===== config.mk =====
export PLATFORM = sky130hd
export DESIGN_NAME = regfile_write_arbiter
export DESIGN_NICKNAME = d
export VERILOG_FILES = /design/src/rtl/regfile_arb_pkg.sv /design/src/rtl/rr_arbiter.sv /design/src/rtl/regfile_write_arbiter.sv
export SDC_FILE = /design/constraint.sdc
export NUM_CORES = 1
export LEC_CHECK = 0
export ABC_AREA = 1
export BUFFER_PORTS_ARGS = -buffer_cell sky130_fd_sc_hd__buf_2
export CAP_MARGIN = 20
export CORE_UTILIZATION = 41
export DETAILED_ROUTE_END_ITERATION = 6
export GPL_TIMING_DRIVEN = 1
export PLACE_DENSITY = 0.8
export REMOVE_ABC_BUFFERS = 1
export SLEW_MARGIN = 20
export SYNTH_ARGS = -nofsm -noshare
export SYNTH_HDL_FRONTEND = slang
export SYNTH_SLANG_ARGS = --single-unit
export TNS_END_PERCENT = 50

===== constraint.sdc =====
create_clock -name clock -period 2.2 [get_ports clock]
set_input_delay 0.33 -clock clock [delete_from_list [all_inputs] [get_ports clock]]
set_output_delay 0.33 -clock clock [all_outputs]
set_load 0.01 [all_outputs]

===== src/rtl/regfile_arb_pkg.sv =====
// Shared state type and default constants for regfile_write_arbiter and its arbiter.
package regfile_arb_pkg;

    typedef enum logic {
        INIT = 1'b0,
        ARB  = 1'b1
    } arb_state_e;

    localparam int DATA_WIDTH_DEF = 32;
    localparam int ADDR_WIDTH_DEF = 5;
    localparam int REG_ZERO       = 0;

endpackage


===== src/rtl/rr_arbiter.sv =====
// Combinational round-robin grant: searches upward from rr_ptr_i, wrapping at NUM_REQ.
module rr_arbiter
    import regfile_arb_pkg::*;
#(
    parameter int NUM_REQ = 3,
    parameter int PTR_W   = (NUM_REQ > 1) ? $clog2(NUM_REQ) : 1
) (
    input  logic [NUM_REQ-1:0] req_valid_i,
    input  logic [PTR_W-1:0]   rr_ptr_i,
    output logic [NUM_REQ-1:0] grant_o,
    output logic [PTR_W-1:0]   grant_idx_o,
    output logic               grant_valid_o
);

    int cand;

    always_comb begin
        grant_o       = '0;
        grant_idx_o   = '0;
        grant_valid_o = 1'b0;
        cand          = 0;
        for (int off = 0; off < NUM_REQ; off++) begin
            cand = (int'(rr_ptr_i) + off) % NUM_REQ;
            if (!grant_valid_o && req_valid_i[cand]) begin
                grant_valid_o = 1'b1;
                grant_o[cand] = 1'b1;
                grant_idx_o   = cand[PTR_W-1:0];
            end
        end
    end

endmodule


===== src/rtl/regfile_write_arbiter.sv =====
// Round-robin arbiter sharing the register-file write port among NUM_REQ requesters.
// Define REGFILE_ARB_INIT_EN to add the post-reset zero sweep and the busy flag.
module regfile_write_arbiter
    import regfile_arb_pkg::*;
#(
    parameter int NUM_REQ    = 3,
    parameter int DATA_WIDTH = DATA_WIDTH_DEF,
    parameter int ADDR_WIDTH = ADDR_WIDTH_DEF
) (
    input  logic                          clock,
    input  logic                          reset,
    input  logic [NUM_REQ-1:0]            req_valid,
    input  logic [NUM_REQ*ADDR_WIDTH-1:0] req_sel,
    input  logic [NUM_REQ*DATA_WIDTH-1:0] req_data,
    output logic [NUM_REQ-1:0]            req_ready,
    output logic                          write,
    output logic [ADDR_WIDTH-1:0]         write_sel,
    output logic [DATA_WIDTH-1:0]         write_data,
    output logic                          busy
);

    localparam int PTR_W = (NUM_REQ > 1) ? $clog2(NUM_REQ) : 1;

    logic [NUM_REQ-1:0]    grant;
    logic [PTR_W-1:0]      grant_idx;
    logic                  grant_valid;
    logic [ADDR_WIDTH-1:0] grant_sel;
    logic [DATA_WIDTH-1:0] grant_data;

    logic [PTR_W-1:0]      rr_ptr_q, rr_ptr_d;
    logic                  write_q, write_d;
    logic [ADDR_WIDTH-1:0] write_sel_q, write_sel_d;
    logic [DATA_WIDTH-1:0] write_data_q, write_data_d;
    arb_state_e            state_q;

`ifdef REGFILE_ARB_INIT_EN
    arb_state_e            state_d;
    logic [ADDR_WIDTH:0]   init_idx_q, init_idx_d;
    logic                  busy_q, busy_d;
`else
    assign state_q = ARB;
`endif

    rr_arbiter #(
        .NUM_REQ (NUM_REQ),
        .PTR_W   (PTR_W)
    ) u_rr_arbiter (
        .req_valid_i   (req_valid),
        .rr_ptr_i      (rr_ptr_q),
        .grant_o       (grant),
        .grant_idx_o   (grant_idx),
        .grant_valid_o (grant_valid)
    );

    assign grant_sel  = req_sel[int'(grant_idx)*ADDR_WIDTH +: ADDR_WIDTH];
    assign grant_data = req_data[int'(grant_idx)*DATA_WIDTH +: DATA_WIDTH];

    // The sweep index carries one extra bit so the last sweep write still sits in
    // INIT; grants open only once busy has dropped.
    always_comb begin
        req_ready    = '0;
        write_d      = 1'b0;
        write_sel_d  = write_sel_q;
        write_data_d = write_data_q;
        rr_ptr_d     = rr_ptr_q;
`ifdef REGFILE_ARB_INIT_EN
        state_d      = state_q;
        init_idx_d   = init_idx_q;
        busy_d       = 1'b0;
`endif
        case (state_q)
`ifdef REGFILE_ARB_INIT_EN
            INIT: begin
                if (!init_idx_q[ADDR_WIDTH]) begin
                    write_d      = 1'b1;
                    write_sel_d  = init_idx_q[ADDR_WIDTH-1:0];
                    write_data_d = '0;
                    busy_d       = 1'b1;
                    init_idx_d   = init_idx_q + (ADDR_WIDTH+1)'(1);
                end else begin
                    state_d = ARB;
                end
            end
`endif
            default: begin
                req_ready = grant;
                if (grant_valid) begin
                    rr_ptr_d = (int'(grant_idx) == NUM_REQ - 1) ? '0 : grant_idx + PTR_W'(1);
                    if (grant_sel != ADDR_WIDTH'(REG_ZERO)) begin
                        write_d      = 1'b1;
                        write_sel_d  = grant_sel;
                        write_data_d = grant_data;
                    end
                end
            end
        endcase
    end

    always_ff @(posedge clock) begin
        if (reset) begin
            write_q      <= 1'b0;
            write_sel_q  <= '0;
            write_data_q <= '0;
            rr_ptr_q     <= '0;
        end else begin
            write_q      <= write_d;
            write_sel_q  <= write_sel_d;
            write_data_q <= write_data_d;
            rr_ptr_q     <= rr_ptr_d;
        end
    end

`ifdef REGFILE_ARB_INIT_EN
    always_ff @(posedge clock) begin
        if (reset) begin
            state_q    <= INIT;
            init_idx_q <= '0;
            busy_q     <= 1'b0;
        end else begin
            state_q    <= state_d;
            init_idx_q <= init_idx_d;
            busy_q     <= busy_d;
        end
    end

    assign busy = busy_q;
`else
    assign busy = 1'b0;
`endif

    assign write      = write_q;
    assign write_sel  = write_sel_q;
    assign write_data = write_data_q;

endmodule


**Word-level counts from Yosys, hierarchy flattened**

Index checks and enable logic that the tools add are counted.

- Equality and inequality tests: 1
- Shift-type cells: 2
- Reductions and logical operators: 10
- Add/sub/neg operators: 3
- Bitwise gates (word level): 3
- Div/mod/pow operators: 3
- Multiplexer cells: 26
- Multipliers: 1
- Order comparisons: 6

Operator list:

| cell | number |
|---|---|
| 32-bit by 1-bit >= comparator with 1-bit output, second input constant | 3 |
| 32-bit by 4-bit less-than comparator with 1-bit output, second input constant | 3 |
| 96-bit by 8-bit variable part select with 32-bit output | 1 |
| 32-bit by 3-bit remainder unit with 32-bit output, second input constant | 2 |
| 3-bit by 3-bit remainder unit with 32-bit output, second input constant | 1 |
| 15-bit by 6-bit variable part select with 5-bit output | 1 |
| 1-bit two-way mux | 13 |
| 3-bit two-way mux | 3 |
| 2-bit two-way mux | 4 |
| 1-bit binary-select mux with 2-bit select | 3 |
| 1-bit demux with 2-bit select | 3 |
| 3-bit bitwise OR | 2 |
| 1-bit logical AND | 5 |
| 2-bit by 3-bit multiplier with 5-bit output, second input constant | 1 |
| 5-bit nonzero test | 1 |
| 2-bit by 1-bit adder with 3-bit output, second input constant | 1 |
| 2-bit by 2-bit adder with 3-bit output, second input constant | 1 |
| 2-bit by 1-bit adder with 2-bit output, second input constant | 1 |
| 2-bit equality test, second input constant | 1 |
| 1-bit logical NOT | 2 |
| 2-bit AND reduction | 1 |
| 2-bit OR reduction | 1 |
| 1-bit inverter | 1 |

- Word-level logic and storage cells: 59
- Output and inout port bits: 42
- Register bits after elaboration: 40
- Input bits: 116

**Logic depth before layout (Yosys ltp)**

Gate-level depths: netlist of the first run.

- Word-level depth: 15
- Depth in mapped cells: 21
- Gate-level depth less buffers: 20

**Modules after synthesis**

Synthesis of the first run repeated with hierarchy kept, for this count alone.

- Cells, all modules: 444
- Area, all modules: 2810.2 um^2

By module, submodules not included:

| module | seq. area each (um^2) | area each (um^2) | instances | cells an instance |
|---|---|---|---|---|
| regfile_write_arbiter | 800.8 | 2489.9 | 1 | 383 |
| rr_arbiter | 0.0 | 320.3 | 1 | 61 |

**Worst setup path before layout of the first run**

Ideal clock, no wire load.

- Path type: register to register
- Start point: register rr_ptr_q[0]
- End point: register write_data_q[15] (netlist: write_data[15])
- Stages on the path, launching flop included: 21
- Path buffers: 2
- Period minus slack after synthesis: 2.431 ns
- Data required time: 2.088 ns
- Arrival time: 2.319 ns
- Slack: -0.231 ns
- Setup time: 0.112 ns
- Cells stage by stage: dfxtp_1 > inv_1 > ha_1 > inv_2 > nand2_1 > nand3_1 > nand2_1 > nand2_2 > nand2_1 > nand2_1 > buf_4 > nand3_1 > nand3_1 > nand2_1 > nor2_1 > nand3_2 > nand2_2 > inv_2 > buf_6 > nor2_1 > nor2_1

- Word-level cells in the longest chain between the ends: 15
- Elaborated cells between the ends (all ways): 29
- Those cells by class: 2 x add/sub; 1 x mul; 3 x div; 2 x shift; 15 x mux; 6 x reduce/logical

RTL lines:

| item | line | text |
|---|---|---|
| from (decl) | regfile_write_arbiter.sv:30 | `logic [PTR_W-1:0] rr_ptr_q, rr_ptr_d;` |
| from (signal assigned) | regfile_write_arbiter.sv:109 | `rr_ptr_q <= rr_ptr_d;` |
| branches (longest 15 deep; another with 32-bit by 3-bit remainder unit with 32-bit output) | n/a |  |
| to (signal assigned) | regfile_write_arbiter.sv:108 | `write_data_q <= write_data_d;` |
| to (decl) | regfile_write_arbiter.sv:33 | `logic [DATA_WIDTH-1:0] write_data_q, write_data_d;` |

Parallel ways; which one is timed is not known. The select of a mux whose other input is x is not followed.
A chain may end at the register's enable or synchronous reset.

**Worst setup path in the final report of the first run**

- Start point: register rr_ptr_q[0]
- End point: register write_data_q[3] (netlist: write_data[3])

Same word-level chain as after synthesis.

==> impl_metrics.env, run 1 <==
export IMPL_status="complete, but fails checks"
export IMPL_violations="DRC, setup timing"
export IMPL_mostFrequentLayoutCell="buf_2"
export IMPL_finalPower_mw=8.97
export IMPL_clk_latency_ps=290
export IMPL_finalSetupViolCount=42
export IMPL_clock_fmax_ghz=0.388
export IMPL_cts_tree="built"
export IMPL_async_flop_share=0
export IMPL_drt_iter0_drc=184
export IMPL_postCtsHoldBufs=0
export IMPL_seq_area_frac_synth=0.279
export IMPL_hold_viol=0
export IMPL_ir_drop_v=0.00109
export IMPL_rsz0062_at_grt="yes"
export IMPL_cp_start_kind="flop"
export IMPL_p_leak_nw=2.54
export IMPL_critPathKind="flop to flop"
export IMPL_syn_to_final_growth_pct=66.9
export IMPL_grt_first_pass_wirelength_um=15800
export IMPL_setup_worst_path_end_class="flop"
export IMPL_path_clk_slew_ps=80
export IMPL_synth_seq_cells=40
export IMPL_initial_core_util=0.423
export IMPL_yosysUniqueCellTypes=28
export IMPL_max_cap_viol_count=0
export IMPL_skew_ps=10.1
export IMPL_antenna_found_initial=0
export IMPL_period_needed_ps=2580
export IMPL_nFillCells=550
export IMPL_num_vias=3983
export IMPL_grt_usage=0.264
export IMPL_tns_ps=-13660
export IMPL_die_w_um=85.7
export IMPL_h_tree_depth=2
export IMPL_worst_slack_ps=-380
export IMPL_fin_crit_sh=1.17
export IMPL_num_nets_final=791
export IMPL_syn_inst=484
export IMPL_die_y_um=85.7
export IMPL_layout_drive_gt1_share=0.482
export IMPL_hold_class="input pin to flop"
export IMPL_post_route_drc_count=1
export IMPL_powerDensity_nw_per_um2=1870
export IMPL_cts_sinks=40
export IMPL_root_buffer="clkbuf_8"
export IMPL_yosysWarnings=0
export IMPL_synth_area_per_cell_um2=5.94
export IMPL_place_hpwl_um=6670
export IMPL_firstDrtPassIters=7
export IMPL_postRouteAntennaNets=0
export IMPL_io_buffers=156
export IMPL_drt_wirelength_per_cell_um=14.3
export IMPL_required_ps=2400
export IMPL_coreArea_um2=6790
export IMPL_gr_total_overflow=0
export IMPL_report_final_slew_viol_count=0
export IMPL_antenna_cells=0
export IMPL_gp_congestion=0.921
export IMPL_synth_edf_count=0
export IMPL_clk_path_buf_depth=2
export IMPL_rows=30
export IMPL_vias_per_cell=5.19
export IMPL_grt_pass1_vias=3569
export IMPL_synth_ff_type="dfxtp_1"
export IMPL_io_pins=158
export IMPL_crit_fanout=7
export IMPL_drt_wl_total_um=11000
export IMPL_most_common_layout_cells="buf_2, nand2_1, nor2_1"
export IMPL_worstPathArrival_ps=2780
export IMPL_grt_max_degree=27
export IMPL_fp_dieArea_um2=7350
export IMPL_syn_area_um2=2870
export IMPL_numCtsBuffers=5
[cells by family (layout without fill, tap and decap cells)]
group / count (synthesis) / after routing / share of synthesized area
compound gates: 76 / 76 / 0.164
fa+ha+maj: 4 / 4 / 0.0174
buf+inv: 86 / 273 / 0.130
flops: 40 / 40 / 0.279
other cells: 1 / 1 / 0.00131
simple gates: 277 / 278 / 0.409
[worst paths after layout]
| kind | endpoint | start | slack (ps) | cells past startpoint |
|---|---|---|---|---|
| min | write_sel[1]$_SDFFE_PP0P_ | reset | 280 | 2 |
| max reg2reg | write_data[3]$_SDFFE_PP0P_ | rr_ptr_q[0]$_SDFFE_PP0P_ | -380 | 18 |
| max | write_data[3]$_SDFFE_PP0P_ | rr_ptr_q[0]$_SDFFE_PP0P_ | -380 | 18 |
| min reg2reg | write_data[5]$_SDFFE_PP0P_ | write_data[5]$_SDFFE_PP0P_ | 470 | 2 |
[registers in the layout, summed over array words and instances, names as in the netlist]
name	count
rr_ptr_q	2
write	1
write_data	32
write_sel	5
[what timing repair did]
item / in CTS / in global routing
pin swaps: 16 / 24
gates cloned: 2 / 4
setup endpoints to repair: 41 / 42
buffers inserted: 12 / 8
resized for setup: 74 / 64
[synthesized netlist by cell type, types with 4 or more instances]
| cell | number | area [um^2] |
|---|---|---|
| ha_1 | 4 | 50.1 |
| nand3b_1 | 4 | 30.0 |
| a21oi_1 | 37 | 185 |
| dfxtp_1 | 40 | 801 |
| nor2_1 | 107 | 402 |
| buf_2 | 10 | 50.1 |
| nand3_1 | 49 | 245 |
| o31ai_1 | 32 | 240 |
| nand2_2 | 5 | 31.3 |
| nand2_1 | 107 | 402 |
| clkbuf_1 | 15 | 56.3 |
| inv_1 | 46 | 173 |
| inv_2 | 7 | 26.3 |
| buf_6 | 4 | 45.0 |
[worst max-delay path: stages (launching register included)]
cell	delay, ps
dfxtp_2	340
buf_6	130
ha_4	170
nand2_1	100
nand3_4	120
nand2_8	120
buf_6	110
nand4_4	210
nand2_4	180
nand2_2	70
nand3_2	90
nand2_2	80
nor2_4	140
nand3_4	120
nand2_4	120
inv_8	70
clkbuf_16	160
nor2_1	90
nor2_1	40
[layout make-up]
class                           instances  area, um^2  share of cell area
Clock buffer                            7        96.3              0.0201
Sequential cell                        40         806               0.168
Inverter                               54         220              0.0459
Clock inverter                          1        30.0             0.00626
Multi-Input combinational cell        359        2140               0.446
Timing Repair Buffer                  211        1380               0.288
Tap cell                               96         120              0.0251
[routing by layer]
layer	share of wire	routed length [um]	track usage
met1	0.39	4300	0.315
met4	0.035	381	0.103
met3	0.078	857	0.0539
met5	0	0	0
met2	0.49	5420	0.465
[through the flow]
step / cell area, um^2 / worst slack, ps / instances / hold slack (ps) / util
global placement: 3870 / -262 / 736 / 447 / 0.569
CTS: 4400 / -150 / 757 / 249 / 0.648
detailed placement: 3870 / -378 / 736 / 459 / 0.569
finish: 4790 / -380 / 768 / 276 / 0.706
global route: 4790 / -463 / 768 / 268 / 0.706
floorplan: 2700 / -1610 / 452 / 399 / -
[where the power goes]
part / total, mW / internal (mW) / switching, mW
sequential: 1.27 / 1.06 / 0.207
combinational: 7.03 / 3.15 / 3.89
clock: 0.664 / 0.400 / 0.264
total: 8.97 / 4.61 / 4.36
(Power assumes the default switching activity.)
==> run 2, diff against run 1 <==
- TNS_END_PERCENT: 50 -> 30
==> impl_metrics.env, run 2 (synthesized netlist as in run 1, its figures left out) <==
export IMPL_switching_power_mw=4.05
export IMPL_setup_worst_path_end_class="flop"
export IMPL_coreArea_um2=6790
export IMPL_path_clk_slew_ps=80
export IMPL_clk_latency_ps=290
export IMPL_grt_pass1_vias=3536
export IMPL_cp_start_kind="flop"
export IMPL_initial_core_util=0.423
export IMPL_skew_ps=7.25
export IMPL_cts_tree="built"
export IMPL_internal_power_mw=4.29
export IMPL_ir_drop_v=0.00112
export IMPL_die_y_um=85.7
export IMPL_antenna_found_initial=0
export IMPL_reg2reg_depth=17
export IMPL_powerDensity_nw_per_um2=1810
export IMPL_comb_power_share=0.770
export IMPL_die_w_um=85.7
export IMPL_drt_iter0_drc=170
export IMPL_clk_path_buf_depth=2
export IMPL_mostFrequentLayoutCell="buf_2"
export IMPL_report_final_slew_viol_count=0
export IMPL_h_tree_depth=2
export IMPL_power_sequential_fraction=0.152
export IMPL_critPathCapture="write_data[0]$_SDFFE_PP0P_"
export IMPL_clock_fmax_ghz=0.401
export IMPL_worstPathArrival_ps=2670
export IMPL_syn_to_final_growth_pct=60.1
export IMPL_post_layout_nonfiller_instances=761
export IMPL_layout_drive_gt1_share=0.462
export IMPL_fp_dieArea_um2=7350
export IMPL_io_pins=158
export IMPL_antenna_cells=0
export IMPL_p_leak_nw=2.44
export IMPL_most_common_layout_cells="buf_2, nand2_1, nor2_1"
export IMPL_num_nets_final=784
export IMPL_hold_start="reset"
export IMPL_fin_area_um2=4600
export IMPL_grt_max_degree=27
export IMPL_status="complete, but fails checks"
export IMPL_hold_depth=2
export IMPL_drt_wirelength_per_cell_um=13.2
export IMPL_gp_congestion=0.921
export IMPL_drt_wl_total_um=10000
export IMPL_cts_sinks=40
export IMPL_crit_fanout=11
export IMPL_placed_area_um2=3870
export IMPL_num_vias=3910
export IMPL_grt_first_pass_wirelength_um=15600
export IMPL_required_ps=2380
export IMPL_numCtsBuffers=5
export IMPL_crit_path_start="rr_ptr_q[0]$_SDFFE_PP0P_"
export IMPL_hold_viol=0
export IMPL_rsz0062_at_grt="yes"
export IMPL_r2r_slack_ps=-290
export IMPL_fin_crit_sh=1.13
export IMPL_grt_usage=0.260
export IMPL_io_buffers=156
export IMPL_p_clk_frac=0.078
export IMPL_nFillCells=584
export IMPL_postCtsHoldBufs=0
export IMPL_vias_per_cell=5.14
export IMPL_root_buffer="clkbuf_8"
export IMPL_r2r_end="write_data[0]$_SDFFE_PP0P_"
export IMPL_hold_class="input pin to flop"
export IMPL_critPathKind="flop to flop"
export IMPL_firstDrtPassIters=7
export IMPL_postRouteAntennaNets=0
export IMPL_post_route_drc_count=1
export IMPL_netSwitchingFraction=0.486
export IMPL_violations="DRC, setup timing"
export IMPL_largest_reg_flops=32
export IMPL_period_needed_ps=2490
export IMPL_worst_slack_ps=-291
export IMPL_max_cap_viol_count=0
export IMPL_finalSetupViolCount=41
export IMPL_place_inst=736
export IMPL_rows=30
export IMPL_gr_total_overflow=0
export IMPL_reg2reg_from="rr_ptr_q[0]$_SDFFE_PP0P_"
export IMPL_place_hpwl_um=6670
==> run 2: stage by stage <==
stage	util	power (mW)	setup TNS, ps	setup WS (ps)	hold slack (ps)
final	0.677	8.34	-10710	-291	276
after global routing	0.677	9.07	-15140	-419	264
after CTS	0.645	7.76	-5270	-150	249
after detailed placement	0.569	6.11	-12240	-378	459
after global placement	0.569	5.97	-9150	-262	447
after floorplan	-	4.44	-61170	-1610	399
==> run 2: timing repair <==
action	in CTS	in global routing
setup buffers	11	5
resized for setup	73	42
pin swaps	16	16
endpoints found under the setup margin	41	42
gates cloned	2	0
==> run 2: how the worst min path moves through the flow <==
stage	end	slack, ps
after floorplan	rr_ptr_q[0]$_SDFFE_PP0P_	400
after global placement	write_data[11]$_SDFFE_PP0P_	450
after detailed placement	write_data[2]$_SDFFE_PP0P_	460
after CTS	rr_ptr_q[1]$_SDFFE_PP0P_	250
after global routing	rr_ptr_q[1]$_SDFFE_PP0P_	260
final	write_sel[1]$_SDFFE_PP0P_	280
==> run 2: per-layer routing <==
metal | share of wire | global-route usage | vias to the layer above
met5 | 0 | 0 | -
li1 | - | - | 1913
met2 | 0.49 | 0.454 | 181
met1 | 0.41 | 0.313 | 1779
met4 | 0.034 | 0.109 | 0
met3 | 0.067 | 0.0481 | 37
==> run 2: worst max-delay path: stages (launching register included) <==
cell and delay, ps:
dfxtp_2 330, buf_6 130, ha_4 170, o21ai_4 190
nand2_4 150, nand3_2 120, nand2_2 70, nor2_4 240
inv_4 80, nand2_1 80, nand2_1 100, nor2_2 130
nand3_2 120, nand2_2 120, inv_4 70, buf_16 150
nor2_2 80, nor2_1 40
==> run 2: power groups by stage <==
stage	combinational [mW]	clock, mW	sequential [mW]
after floorplan	3.09	0	1.35
after global placement	4.76	0	1.22
after detailed placement	4.89	0	1.22
after CTS	5.85	0.665	1.25
after global routing	7.07	0.695	1.30
final	6.43	0.654	1.27
==> run 2: final cells by class <==
| type | count | area [um^2] | share of cell area |
|---|---|---|---|
| multi-input combinational | 358 | 2070 | 0.449 |
| timing repair buffer | 205 | 1270 | 0.275 |
| sequential | 40 | 806 | 0.175 |
| inverter | 54 | 215 | 0.0468 |
| tap | 96 | 120 | 0.0261 |
| clock buffer | 7 | 96.3 | 0.0209 |
| clock inverter | 1 | 30.0 | 0.00653 |
